$ cat src/rtl/tlb_storage_assoc_if.sv
// Lookup / refill / flush bus between the TLB control FSM (master) and
// the set-associative TLB storage array (slave).
interface tlb_storage_assoc_if #(
  parameter int NUM_WAYS = 4,
  parameter int VPN_W    = 20,
  parameter int PPN_W    = 20,
  parameter int PERM_W   = 2
);
  localparam int WAY_BITS = $clog2(NUM_WAYS);

  logic                lk_req;
  logic                lk_ready;
  logic [VPN_W-1:0]    lk_vpn;
  logic                rsp_valid;
  logic                rsp_hit;
  logic [WAY_BITS-1:0] rsp_way;
  logic [PPN_W-1:0]    rsp_ppn;
  logic [PERM_W-1:0]   rsp_perms;
  logic                wr_en;
  logic                wr_ready;
  logic [WAY_BITS-1:0] wr_way;
  logic [VPN_W-1:0]    wr_vpn;
  logic [PPN_W-1:0]    wr_ppn;
  logic [PERM_W-1:0]   wr_perms;
  logic                flush_req;
  logic                flush_busy;

  modport master (
    output lk_req, lk_vpn, wr_en, wr_way, wr_vpn, wr_ppn, wr_perms, flush_req,
    input  lk_ready, rsp_valid, rsp_hit, rsp_way, rsp_ppn, rsp_perms,
           wr_ready, flush_busy
  );

  modport slave (
    input  lk_req, lk_vpn, wr_en, wr_way, wr_vpn, wr_ppn, wr_perms, flush_req,
    output lk_ready, rsp_valid, rsp_hit, rsp_way, rsp_ppn, rsp_perms,
           wr_ready, flush_busy
  );
endinterface

$ cat src/rtl/tlb_storage_assoc.sv
// N-way set-associative VPN->PPN store with saturating-age LRU and a one-set-per-cycle
// flush engine. Optional hit/miss counters are enabled with the macro TLB_STATS_EN.
module tlb_storage_assoc #(
  parameter int NUM_SETS = 16,
  parameter int NUM_WAYS = 4,
  parameter int VPN_W    = 20,
  parameter int PPN_W    = 20,
  parameter int PERM_W   = 2,
  parameter int AGE_W    = 3
) (
  input  logic               clk,
  input  logic               rst_n,
`ifdef TLB_STATS_EN
  input  logic               stat_clr,
  output logic [31:0]        stat_hits,
  output logic [31:0]        stat_misses,
`endif
  tlb_storage_assoc_if.slave bus
);
  localparam int SET_BITS = $clog2(NUM_SETS);
  localparam int WAY_BITS = $clog2(NUM_WAYS);
  localparam logic [AGE_W-1:0] AGE_MAX = '1;

  typedef enum logic {IDLE, FLUSH} state_t;

  state_t              state_q;
  logic [SET_BITS-1:0] flush_idx_q;
  logic                busy_q;
  logic                ready_q;

  logic [NUM_WAYS-1:0] valid_q [NUM_SETS];
  logic [AGE_W-1:0]    age_q   [NUM_SETS][NUM_WAYS];
  logic [VPN_W-1:0]    vpn_mem [NUM_SETS][NUM_WAYS];
  logic [PPN_W-1:0]    ppn_mem [NUM_SETS][NUM_WAYS];
  logic [PERM_W-1:0]   perm_mem[NUM_SETS][NUM_WAYS];

  logic [SET_BITS-1:0] lk_set;
  logic [SET_BITS-1:0] wr_set;
  logic                lk_fire;
  logic                wr_fire;
  logic                same_set;

  logic                hit_p0;
  logic [WAY_BITS-1:0] hit_way_p0;
  logic [WAY_BITS-1:0] way_p0;
  logic                inv_found;
  logic [WAY_BITS-1:0] inv_way;
  logic [WAY_BITS-1:0] old_way;
  logic [AGE_W-1:0]    old_age;

  logic                vld_p1;
  logic                hit_p1;
  logic [WAY_BITS-1:0] way_p1;
  logic [PPN_W-1:0]    ppn_p1;
  logic [PERM_W-1:0]   perms_p1;

  function automatic logic [AGE_W-1:0] age_inc(input logic [AGE_W-1:0] a);
    return (a == AGE_MAX) ? a : a + 1'b1;
  endfunction

  assign lk_set   = bus.lk_vpn[SET_BITS-1:0];
  assign wr_set   = bus.wr_vpn[SET_BITS-1:0];
  assign lk_fire  = bus.lk_req & ready_q;
  assign wr_fire  = bus.wr_en & ready_q;
  assign same_set = wr_fire && (wr_set == lk_set);

  // Stage p0: tag compare and victim pick on the pre-write contents of the set
  always_comb begin
    hit_p0     = 1'b0;
    hit_way_p0 = '0;
    inv_found  = 1'b0;
    inv_way    = '0;
    old_way    = '0;
    old_age    = '0;
    for (int w = 0; w < NUM_WAYS; w++) begin
      if (!hit_p0 && valid_q[lk_set][w] && (vpn_mem[lk_set][w] == bus.lk_vpn)) begin
        hit_p0     = 1'b1;
        hit_way_p0 = WAY_BITS'(w);
      end
      if (!inv_found && !valid_q[lk_set][w]) begin
        inv_found = 1'b1;
        inv_way   = WAY_BITS'(w);
      end
      if (age_q[lk_set][w] > old_age) begin
        old_age = age_q[lk_set][w];
        old_way = WAY_BITS'(w);
      end
    end
    way_p0 = hit_p0 ? hit_way_p0 : (inv_found ? inv_way : old_way);
  end

  // Stage p1: registered lookup response
  always_ff @(posedge clk or negedge rst_n) begin
    if (!rst_n) begin
      vld_p1   <= 1'b0;
      hit_p1   <= 1'b0;
      way_p1   <= '0;
      ppn_p1   <= '0;
      perms_p1 <= '0;
    end else begin
      vld_p1 <= lk_fire;
      if (lk_fire) begin
        hit_p1   <= hit_p0;
        way_p1   <= way_p0;
        ppn_p1   <= hit_p0 ? ppn_mem[lk_set][hit_way_p0] : '0;
        perms_p1 <= hit_p0 ? perm_mem[lk_set][hit_way_p0] : '0;
      end
    end
  end

  always_ff @(posedge clk or negedge rst_n) begin
    if (!rst_n) begin
      state_q     <= IDLE;
      flush_idx_q <= '0;
      busy_q      <= 1'b0;
      ready_q     <= 1'b1;
    end else begin
      case (state_q)
        IDLE: begin
          if (bus.flush_req) begin
            state_q     <= FLUSH;
            flush_idx_q <= '0;
            busy_q      <= 1'b1;
            ready_q     <= 1'b0;
          end
        end
        FLUSH: begin
          if (flush_idx_q == SET_BITS'(NUM_SETS - 1)) begin
            state_q <= IDLE;
            busy_q  <= 1'b0;
            ready_q <= 1'b1;
          end else begin
            flush_idx_q <= flush_idx_q + 1'b1;
          end
        end
        default: state_q <= IDLE;
      endcase
    end
  end

  // A write to the looked-up set owns the age update so other ways age only once
  always_ff @(posedge clk or negedge rst_n) begin
    if (!rst_n) begin
      for (int s = 0; s < NUM_SETS; s++) begin
        valid_q[s] <= '0;
        for (int w = 0; w < NUM_WAYS; w++) age_q[s][w] <= '0;
      end
    end else if (state_q == FLUSH) begin
      valid_q[flush_idx_q] <= '0;
      for (int w = 0; w < NUM_WAYS; w++) age_q[flush_idx_q][w] <= '0;
    end else begin
      if (lk_fire && hit_p0 && !same_set) begin
        for (int w = 0; w < NUM_WAYS; w++) begin
          if (WAY_BITS'(w) == hit_way_p0) age_q[lk_set][w] <= '0;
          else if (valid_q[lk_set][w]) age_q[lk_set][w] <= age_inc(age_q[lk_set][w]);
        end
      end
      if (wr_fire) begin
        valid_q[wr_set][bus.wr_way] <= 1'b1;
        for (int w = 0; w < NUM_WAYS; w++) begin
          if (WAY_BITS'(w) == bus.wr_way) age_q[wr_set][w] <= '0;
          else if (valid_q[wr_set][w]) age_q[wr_set][w] <= age_inc(age_q[wr_set][w]);
        end
      end
    end
  end

  always_ff @(posedge clk) begin
    if (wr_fire) begin
      vpn_mem[wr_set][bus.wr_way]  <= bus.wr_vpn;
      ppn_mem[wr_set][bus.wr_way]  <= bus.wr_ppn;
      perm_mem[wr_set][bus.wr_way] <= bus.wr_perms;
    end
  end

`ifdef TLB_STATS_EN
  always_ff @(posedge clk or negedge rst_n) begin
    if (!rst_n) begin
      stat_hits   <= '0;
      stat_misses <= '0;
    end else if (stat_clr) begin
      stat_hits   <= '0;
      stat_misses <= '0;
    end else if (vld_p1) begin
      if (hit_p1) stat_hits <= stat_hits + 32'd1;
      else        stat_misses <= stat_misses + 32'd1;
    end
  end
`endif

  assign bus.lk_ready   = ready_q;
  assign bus.wr_ready   = ready_q;
  assign bus.flush_busy = busy_q;
  assign bus.rsp_valid  = vld_p1;
  assign bus.rsp_hit    = hit_p1;
  assign bus.rsp_way    = way_p1;
  assign bus.rsp_ppn    = ppn_p1;
  assign bus.rsp_perms  = perms_p1;
endmodule

$ cat src/flat_wrapper.sv
// flat-port wrapper written by rule: the top's interface ports become plain ports
module tlb_storage_assoc_flat 
#(
  parameter int NUM_SETS = 16,
  parameter int NUM_WAYS = 4,
  parameter int VPN_W    = 20,
  parameter int PPN_W    = 20,
  parameter int PERM_W   = 2,
  parameter int AGE_W    = 3
)
  (clk, rst_n, bus_lk_req, bus_lk_vpn, bus_wr_en, bus_wr_way, bus_wr_vpn, bus_wr_ppn, bus_wr_perms, bus_flush_req, bus_lk_ready, bus_rsp_valid, bus_rsp_hit, bus_rsp_way, bus_rsp_ppn, bus_rsp_perms, bus_wr_ready, bus_flush_busy);
  tlb_storage_assoc_if #(.NUM_WAYS(NUM_WAYS), .VPN_W(VPN_W), .PPN_W(PPN_W), .PERM_W(PERM_W)) bus_i ();
  input  logic clk;
  input  logic rst_n;
  input wire logic [$bits(bus_i.lk_req)-1:0] bus_lk_req;
  input wire logic [$bits(bus_i.lk_vpn)-1:0] bus_lk_vpn;
  input wire logic [$bits(bus_i.wr_en)-1:0] bus_wr_en;
  input wire logic [$bits(bus_i.wr_way)-1:0] bus_wr_way;
  input wire logic [$bits(bus_i.wr_vpn)-1:0] bus_wr_vpn;
  input wire logic [$bits(bus_i.wr_ppn)-1:0] bus_wr_ppn;
  input wire logic [$bits(bus_i.wr_perms)-1:0] bus_wr_perms;
  input wire logic [$bits(bus_i.flush_req)-1:0] bus_flush_req;
  output wire logic [$bits(bus_i.lk_ready)-1:0] bus_lk_ready;
  output wire logic [$bits(bus_i.rsp_valid)-1:0] bus_rsp_valid;
  output wire logic [$bits(bus_i.rsp_hit)-1:0] bus_rsp_hit;
  output wire logic [$bits(bus_i.rsp_way)-1:0] bus_rsp_way;
  output wire logic [$bits(bus_i.rsp_ppn)-1:0] bus_rsp_ppn;
  output wire logic [$bits(bus_i.rsp_perms)-1:0] bus_rsp_perms;
  output wire logic [$bits(bus_i.wr_ready)-1:0] bus_wr_ready;
  output wire logic [$bits(bus_i.flush_busy)-1:0] bus_flush_busy;
  assign bus_i.lk_req = bus_lk_req;
  assign bus_i.lk_vpn = bus_lk_vpn;
  assign bus_i.wr_en = bus_wr_en;
  assign bus_i.wr_way = bus_wr_way;
  assign bus_i.wr_vpn = bus_wr_vpn;
  assign bus_i.wr_ppn = bus_wr_ppn;
  assign bus_i.wr_perms = bus_wr_perms;
  assign bus_i.flush_req = bus_flush_req;
  assign bus_lk_ready = bus_i.lk_ready;
  assign bus_rsp_valid = bus_i.rsp_valid;
  assign bus_rsp_hit = bus_i.rsp_hit;
  assign bus_rsp_way = bus_i.rsp_way;
  assign bus_rsp_ppn = bus_i.rsp_ppn;
  assign bus_rsp_perms = bus_i.rsp_perms;
  assign bus_wr_ready = bus_i.wr_ready;
  assign bus_flush_busy = bus_i.flush_busy;
  tlb_storage_assoc #(.NUM_SETS(NUM_SETS), .NUM_WAYS(NUM_WAYS), .VPN_W(VPN_W), .PPN_W(PPN_W), .PERM_W(PERM_W), .AGE_W(AGE_W)) u_core (.clk(clk), .rst_n(rst_n), .bus(bus_i));
endmodule
$ cat config.mk
export PLATFORM = sky130hd
export DESIGN_NAME = tlb_storage_assoc_flat
export DESIGN_NICKNAME = d
export VERILOG_FILES = /design/src/rtl/tlb_storage_assoc_if.sv /design/src/rtl/tlb_storage_assoc.sv /design/src/flat_wrapper.sv
export SDC_FILE = /design/constraint.sdc
export NUM_CORES = 2
export LEC_CHECK = 0
export BUFFER_PORTS_ARGS = -buffer_cell sky130_fd_sc_hd__buf_2
export CAP_MARGIN = 20
export CELL_PAD_IN_SITES_DETAIL_PLACEMENT = 1
export CELL_PAD_IN_SITES_GLOBAL_PLACEMENT = 2
export CORE_MARGIN = 1.5
export CORE_UTILIZATION = 45
export DETAILED_ROUTE_END_ITERATION = 8
export PLACE_DENSITY_LB_ADDON = 0.1
export REMOVE_ABC_BUFFERS = 1
export SYNTH_ARGS = -nofsm -noshare
export SYNTH_HDL_FRONTEND = slang
export SYNTH_SLANG_ARGS = --single-unit
export TNS_END_PERCENT = 5
$ cat constraint.sdc
create_clock -name clk -period 4.8 [get_ports clk]
set_clock_uncertainty 0.2 [all_clocks]
set_input_delay 0 -clock clk [delete_from_list [all_inputs] [get_ports clk]]
set_output_delay 0 -clock clk [all_outputs]
set_load 0.1 [all_outputs]
==> Word-level counts from Yosys, hierarchy flattened <==
Memories as Yosys holds them, arrays and structs flattened.
Cells that the tools add are included.
{ "op_classes": {"add_sub_neg": 9, "n_lt_le_gt_ge": 15, "n_eq_ne": 23, "muxes": 141, "bitwise": 35, "n_reduce_logical": 32} }
{ "op_table": {"columns": ["operator", "n"], "rows": [
  ["2-to-1 mux 192 bit", 32],
  ["bitwise AND 192 bit", 12],
  ["inverter 192 bit", 12],
  ["bitwise mux 192 bit", 8],
  ["demux 12 bit (select 4 bit)", 12],
  ["2-to-1 mux 64 bit", 2],
  ["binary-select mux 12 bit (select 4 bit)", 2],
  ["2-to-1 mux 12 bit", 7],
  ["== test 20 bit", 4],
  ["2-to-1 mux 20 bit", 4],
  ["2-to-1 mux 80 bit", 1],
  ["bitwise AND 64 bit", 1],
  ["inverter 64 bit", 1],
  ["OR 64 bit", 1],
  ["2-to-1 mux 3 bit", 14],
  ["binary-select mux 20 bit (select 2 bit)", 1],
  ["demux 20 bit (select 2 bit)", 1],
  ["binary-select mux 4 bit (select 4 bit)", 2],
  ["demux 4 bit (select 4 bit)", 2],
  ["2-to-1 mux 4 bit", 8],
  ["2-to-1 mux 9 bit", 3],
  ["adder 3 x 1 -> 3 bit (second input constant)", 8],
  ["== test 3 bit (second input constant)", 8],
  ["2-to-1 mux 2 bit", 12],
  ["other kinds (31)", 97]
]} }
{ "word_totals": {"reg_bits": 289, "ram_bits": 2688, "input_bits": 69, "out_inout_bits": 29, "elab_cells": 347, "n_memories": 3} }
{ "mem_list": {"columns": ["name", "depth", "word_bits", "read_ports", "rd_clocked_by_memory_dff", "write_ports", "line", "source"], "rows": [
  ["u_core.ppn_mem", 16, 80, 1, 0, 1, "tlb_storage_assoc.sv:34", "logic [PPN_W-1:0] ppn_mem [NUM_SETS][NUM_WAYS];"],
  ["u_core.vpn_mem", 16, 80, 1, 0, 1, "tlb_storage_assoc.sv:33", "logic [VPN_W-1:0] vpn_mem [NUM_SETS][NUM_WAYS];"],
  ["u_core.perm_mem", 16, 8, 1, 0, 1, "tlb_storage_assoc.sv:35", "logic [PERM_W-1:0] perm_mem[NUM_SETS][NUM_WAYS];"]
]} }

==> Depth between registers and ports, before layout <==
{ "depth": {"ltp_word": 57, "ltp_mapped": 38, "mapped_depth_nobuf": 29} }

==> Worst setup path after synthesis <==
Ideal clock, no wire load.
{ "synth_path": {"kind": "input to register", "start": "input port bus_lk_vpn[0]", "end": "register u_core.way_p1[1], in the netlist u_core.bus.rsp_way[1]", "setup_time_ns": 0.120, "arrival_ns": 6.059, "required_ns": 4.480, "slack_ns": -1.579, "path_stages": 37, "n_path_buf": 9, "cell_sequence": "buf_6 > buf_8 > buf_8 > buf_6 > buf_8 > buf_6 > buf_6 > buf_4 > buf_6 > mux4_2 > mux4_2 > inv_1 > ha_1 > a21oi_1 > inv_1 > ha_1 > nor2b_1 > o21ai_0 > nand2b_1 > and2_1 > mux2i_1 > ha_1 > nor2b_1 > o21ai_0 > nand2b_1 > and2_0 > nor2_1 > a21oi_1 > ha_1 > nor2b_1 > o21a_1 > o21ai_0 > o21ai_0 > o311ai_0 > nand2_1 > and3_1 > a21o_1"} }
{ "synth_between": {"elab_chain_cells": 19, "word_cells_on_any_way": 53, "classes_between": "order compare: 4; eq/ne: 4; mux: 25; bitwise: 1; reduce/logical: 18; memory: 1"} }
{ "synth_lines": {"columns": ["item", "line", "source"], "rows": [
  ["from (decl)", "flat_wrapper.sv:16", "input wire logic [$bits(bus_i.lk_vpn)-1:0] bus_lk_vpn;"],
  ["parallel branches: the longest is 18 deep, another holds greater-than comparator 3 x 1 -> 1 bit", null, null],
  ["2-to-1 mux 2 bit (*)", "tlb_storage_assoc.sv:89", "way_p0 = hit_p0 ? hit_way_p0 : (inv_found ? inv_way : old_way);"],
  ["to (signal assigned)", "tlb_storage_assoc.sv:104", "way_p1 <= way_p0;"],
  ["to (decl)", "tlb_storage_assoc.sv:53", "logic [WAY_BITS-1:0] way_p1;"]
]} }
Mark *: on every way between the ends. The select of a mux whose other input is x is not followed.
A chain may end at the register's enable or synchronous reset.

==> Worst setup path in the final report <==
{ "layout_path": {"start": "register u_core.age_q[93] (netlist bit)", "end": "register u_core.way_p1[1], in the netlist u_core.bus.rsp_way[1]"} }
{ "layout_between": {"elab_chain_cells": 13, "word_cells_on_any_way": 14, "classes_between": "order compare: 4; mux: 10"} }
{ "layout_lines": {"columns": ["item", "line", "source"], "rows": [
  ["from (decl)", "tlb_storage_assoc.sv:32", "logic [AGE_W-1:0] age_q [NUM_SETS][NUM_WAYS];"],
  ["from (signal, indexed assignment)", "tlb_storage_assoc.sv:155", "else if (valid_q[lk_set][w]) age_q[lk_set][w] <= age_inc(age_q[lk_set][w]);"],
  ["from (signal, indexed assignment)", "tlb_storage_assoc.sv:162", "else if (valid_q[wr_set][w]) age_q[wr_set][w] <= age_inc(age_q[wr_set][w]);"],
  ["binary-select mux 12 bit (select 4 bit) (*)", "tlb_storage_assoc.sv:84, tlb_storage_assoc.sv:85", null],
  ["2-to-1 mux 12 bit (*) (2 in series)", null, null],
  ["greater-than comparator 3 x 1 -> 1 bit", "tlb_storage_assoc.sv:84", "if (age_q[lk_set][w] > old_age) begin"],
  ["2-to-1 mux 3 bit (*)", "tlb_storage_assoc.sv:84", null],
  ["greater-than comparator 3 bit", "tlb_storage_assoc.sv:84", null],
  ["2-to-1 mux 3 bit (*)", "tlb_storage_assoc.sv:84", null],
  ["greater-than comparator 3 bit", "tlb_storage_assoc.sv:84", null],
  ["2-to-1 mux 3 bit", "tlb_storage_assoc.sv:84", null],
  ["greater-than comparator 3 bit", "tlb_storage_assoc.sv:84", null],
  ["2-to-1 mux 2 bit (*)", "tlb_storage_assoc.sv:84", null],
  ["2-to-1 mux 2 bit (*) (2 in series)", "tlb_storage_assoc.sv:89", null]
]} }
Every way passes the cells marked *; elsewhere a longest branch is shown, timed or not. The select of a mux whose other input is x is not followed.

==> summary.md <==
| Metric | Value |
|---|---|
| HPWL after detailed placement | `276300 µm` |
| Most frequent cells in the layout | `edfxtp_1 (2688), mux4_2 (842), buf_4 (660)` |
| Die ar. | `285800 µm²` |
| Status | `finished with violations` |
| Largest family of logic cells by synthesized area | `multiplexers` |
| Num ports | `98` |
| Drt wl/cell | `39.02 µm` |
| Commonest non-fill, non-tap cell in the layout | `edfxtp_1` |
| Clock-pin slew on the worst setup and hold paths | `60 ps` |
| Switching share of power | `25.06%` |
| CP Capture Type | `flop` |
| Synth Area in Compound Gates | `7.215%` |
| Initial antenna violation count | `26` |
| First-pass GRT wire length | `638000 µm` |
| Ys async rst share | `9.708%` |
| Max clock buf depth | `4` |
| Simple-Gate Fraction of Synth Area | `3.794%` |
| Synth-to-layout area growth | `17.55%` |
| Iteration-0 DRC Markers | `9543` |
| Syn_area_per_cell | `18.17 µm²` |
| Count of buffers from port buffering | `97` |
| Global route overflow | `0` |
| Core footprint | `280100 µm²` |
| Number of routed nets with antenna violations | `0` |
| Max VDD drop | `0.0005584 V` |
| Mux cell area share after synthesis | `16.65%` |
| Cell area power density | `405.4 nW/µm²` |
| WP data required | `5380 ps` |
| Final nets | `7903` |
| Startpoint Class | `flop` |
| Vias in the first global route | `79.28k` |
| H-tree Lvls | `5` |
| GRT Total Usage | `32.13%` |
| Failing checks | `hold timing, setup timing` |
| Routed WL | `460800 µm` |
| Most used cell, CP | `nor2b_4` |
| Crit Path Category | `reg -> reg` |
| Design Area, Final | `149500 µm²` |
| Residual DRC | `0` |
| F_max | `182.5 MHz` |
| Internal power | `0.04542 W` |
| Share of total power in sequential cells | `47.6%` |
| Post-synthesis sequential area ratio | `69.17%` |
| Clk pwr share | `41.3%` |
| RSZ-0062 raised after global routing | `true` |
| Yosys warnings | `0` |
| CTS Buf Count | `323` |
| Adder-Cell Fraction of Synth Area | `0.2165%` |
| Max-slew violations | `0` |
| Detailed Routing Iterations Pass 1 | `7` |
| Pleak | `49.92 nW` |
| Netlist cell types | `108` |
| Clock sink total | `2977` |
| Initial core utilization | `45.39%` |
| Number of flops mapped to enable cells by yosys | `2688` |
| Die width | `534.6 µm` |
| Maxcap violations | `0` |
| Slew HR | `17.20%` |
| Worst stage delay on the critical path | `560 ps` |
| Worst Path Max Fanout | `4` |
| Die Height | `534.6 µm` |
| Yosys reg bits | `2977` |
| Vias per Instance | `6.558` |
| Post-Synth XOR/XNOR Area | `0.5924%` |
| Cell Rows | `194` |
| # setup viols final | `2` |
| Hold Vio Cnt, Final | `12` |
| Worst-margin pin slew | `1239 ps` |
| Dpl cell area | `137800 µm²` |
| Final core occ | `53.36%` |
| Top FF cell, synth | `edfxtp_1` |
| Crit share post-route | `114.2%` |
| Largest net degree at the start of global routing | `122` |
| Mapped Cells | `7000` |
| DR vias | `77.45k` |
| Sw Pwr | `0.01519 W` |
| Clock latency on the worst-skew pair | `940 ps` |
| WP data arrival | `6060 ps` |
| Minimum clock period | `5480 ps` |
| Root Buffer | `clkbuf_16` |
| GPL Wtd Cong | `0.9642` |
| Gate power share | `11.1%` |
| Final setup margin | `-679.8 ps` |
| CP max stage cell | `mux4_2` |
| Fraction of layout cells with a size suffix above 1 | `30.68%` |
| Area of the mapped netlist | `127200 µm²` |
| WHS | `-6.844 ps` |
| Hold WC Path Type | `in -> reg` |
| CTS tree | `built` |
-- worst paths after layout --
check / from / end / slack (ps) / depth (start not counted)
setup reg to reg: u_core.age_q[93]$_DFF_PN0_ / u_core.bus.rsp_way[1]$_DFFE_PN0P_ / -680 / 28
hold / removal: bus_wr_ppn[2] / u_core.ppn_mem[0][62]$_DFFE_PP_ / -7 / 2
max in group asynchronous: rst_n / u_core.age_q[26]$_DFF_PN0_ / 3490 / 4
setup / recovery: u_core.age_q[93]$_DFF_PN0_ / u_core.bus.rsp_way[1]$_DFFE_PN0P_ / -680 / 28
hold reg to reg: u_core.bus.rsp_hit$_DFFE_PN0P_ / u_core.bus.rsp_hit$_DFFE_PN0P_ / 270 / 2
min in group asynchronous: rst_n / u_core.bus.lk_ready$_DFFE_PN1P_ / 100 / 3
-- kinds of logic after synthesis --
kind of cell	count (synthesis)
compound gates	1273
xor+xnor	86
fa+ha+maj	22
buf+inv	606
flops	2977
mux	1055
simple gates	981
-- synthesized netlist by cell type (58+ instances only) --
| master | number | area (µm²) |
|---|---|---|
| edfxtp_1 | 2688 | 80720 |
| mux4_2 | 842 | 18960 |
| dfrtp_1 | 288 | 7207 |
| nor2_1 | 275 | 1032 |
| nand2_1 | 257 | 964.7 |
| a21oi_1 | 235 | 1176 |
| clkbuf_1 | 184 | 690.7 |
| mux2i_1 | 155 | 1551 |
| a31oi_1 | 145 | 907.1 |
| buf_2 | 137 | 685.7 |
| inv_1 | 135 | 506.7 |
| o21ai_0 | 115 | 575.6 |
| nand3_1 | 91 | 455.4 |
| o211ai_1 | 80 | 600.6 |
| a22o_1 | 79 | 691.9 |
| xnor2_1 | 75 | 656.9 |
| buf_4 | 66 | 495.5 |
| nor3_1 | 66 | 330.3 |
| o22ai_1 | 64 | 400.4 |
| mux2_2 | 58 | 653.1 |
-- flip-flops by register name (all words and copies together), names as in the netlist, 2 cells and up --
| register | flops |
|---|---|
| u_core.perm_mem | 128 |
| u_core.vpn_mem | 1280 |
| u_core.valid_q | 64 |
| u_core.flush_idx_q | 4 |
| u_core.bus.rsp_way | 2 |
| u_core.bus.rsp_perms | 2 |
| u_core.age_q | 192 |
| u_core.bus.rsp_ppn | 20 |
| u_core.ppn_mem | 1280 |
-- final cells by class --
type                    count  area [µm²]
diodes                      7       17.52
clock buffers             415        8677
well taps                3724        4659
clock inverters           177        1807
multi-input cells        3418       36960
flip-flops and latches   2977       87950
inverters                 143       546.8
fillers                 25220      130600
repair buffers            949        8852
-- routing by layer --
metal | track usage (%) | routed length (µm) | vias to the layer above
li1 | - | - | 30640
met1 | 45.02 | 187600 | 42190
met2 | 50.76 | 216200 | 3804
met3 | 5.494 | 37770 | 805
met4 | 11.87 | 19200 | 14
met5 | 0 | 103 | -
-- power groups by stage --
| stage | combinational, W | sequential [W] | clock [W] |
|---|---|---|---|
| global route | 0.00702 | 0.0289 | 0.0262 |
| finish | 0.00673 | 0.0289 | 0.0250 |
| CTS | 0.00655 | 0.0288 | 0.0254 |
| detailed placement | 0.00642 | 0.0294 | 0 |
| floorplan | 0.00294 | 0.0295 | 0 |
| global placement | 0.00631 | 0.0294 | 0 |
-- per-stage QoR --
step | cells | TNS, ps | hold WS, ps | worst slack, ps | power [W]
after global routing | 11810 | -1704 | -0.4283 | -862.6 | 0.06206
after floorplan | 6537 | -387940 | -495.6 | -2551 | 0.03240
after CTS | 11790 | -1299 | 25.16 | -677.4 | 0.06075
final | 11810 | -1337 | -6.844 | -679.8 | 0.06060
after global placement | 11130 | -214510 | -53.82 | -1253 | 0.03567
after detailed placement | 11130 | -227290 | -50.91 | -1248 | 0.03581
-- timing repair --
| item | CTS | global route |
|---|---|---|
| endpoints found under the setup margin | 193 | 189 |
| gates cloned | 2 | 1 |
| pin swaps | 16 | 13 |
| hold buffers | 52 | 5 |
| hold endpoints to repair | 3101 | 119 |
| gates resized for setup | 28 | 19 |
| setup buffers | 12 | 1 |
-- critical path, delay by kind of cell (launching register included) --
family	cells	cell delay, ps
buffers and inverters	2	180
adder cells (fa/ha/maj)	4	940
AND/OR/NAND/NOR	10	1310
flip-flops	1	400
multiplexers	3	1280
AO/OA/AOI/OAI	9	1080
Note: power is estimated with default switching activity, not from simulation.
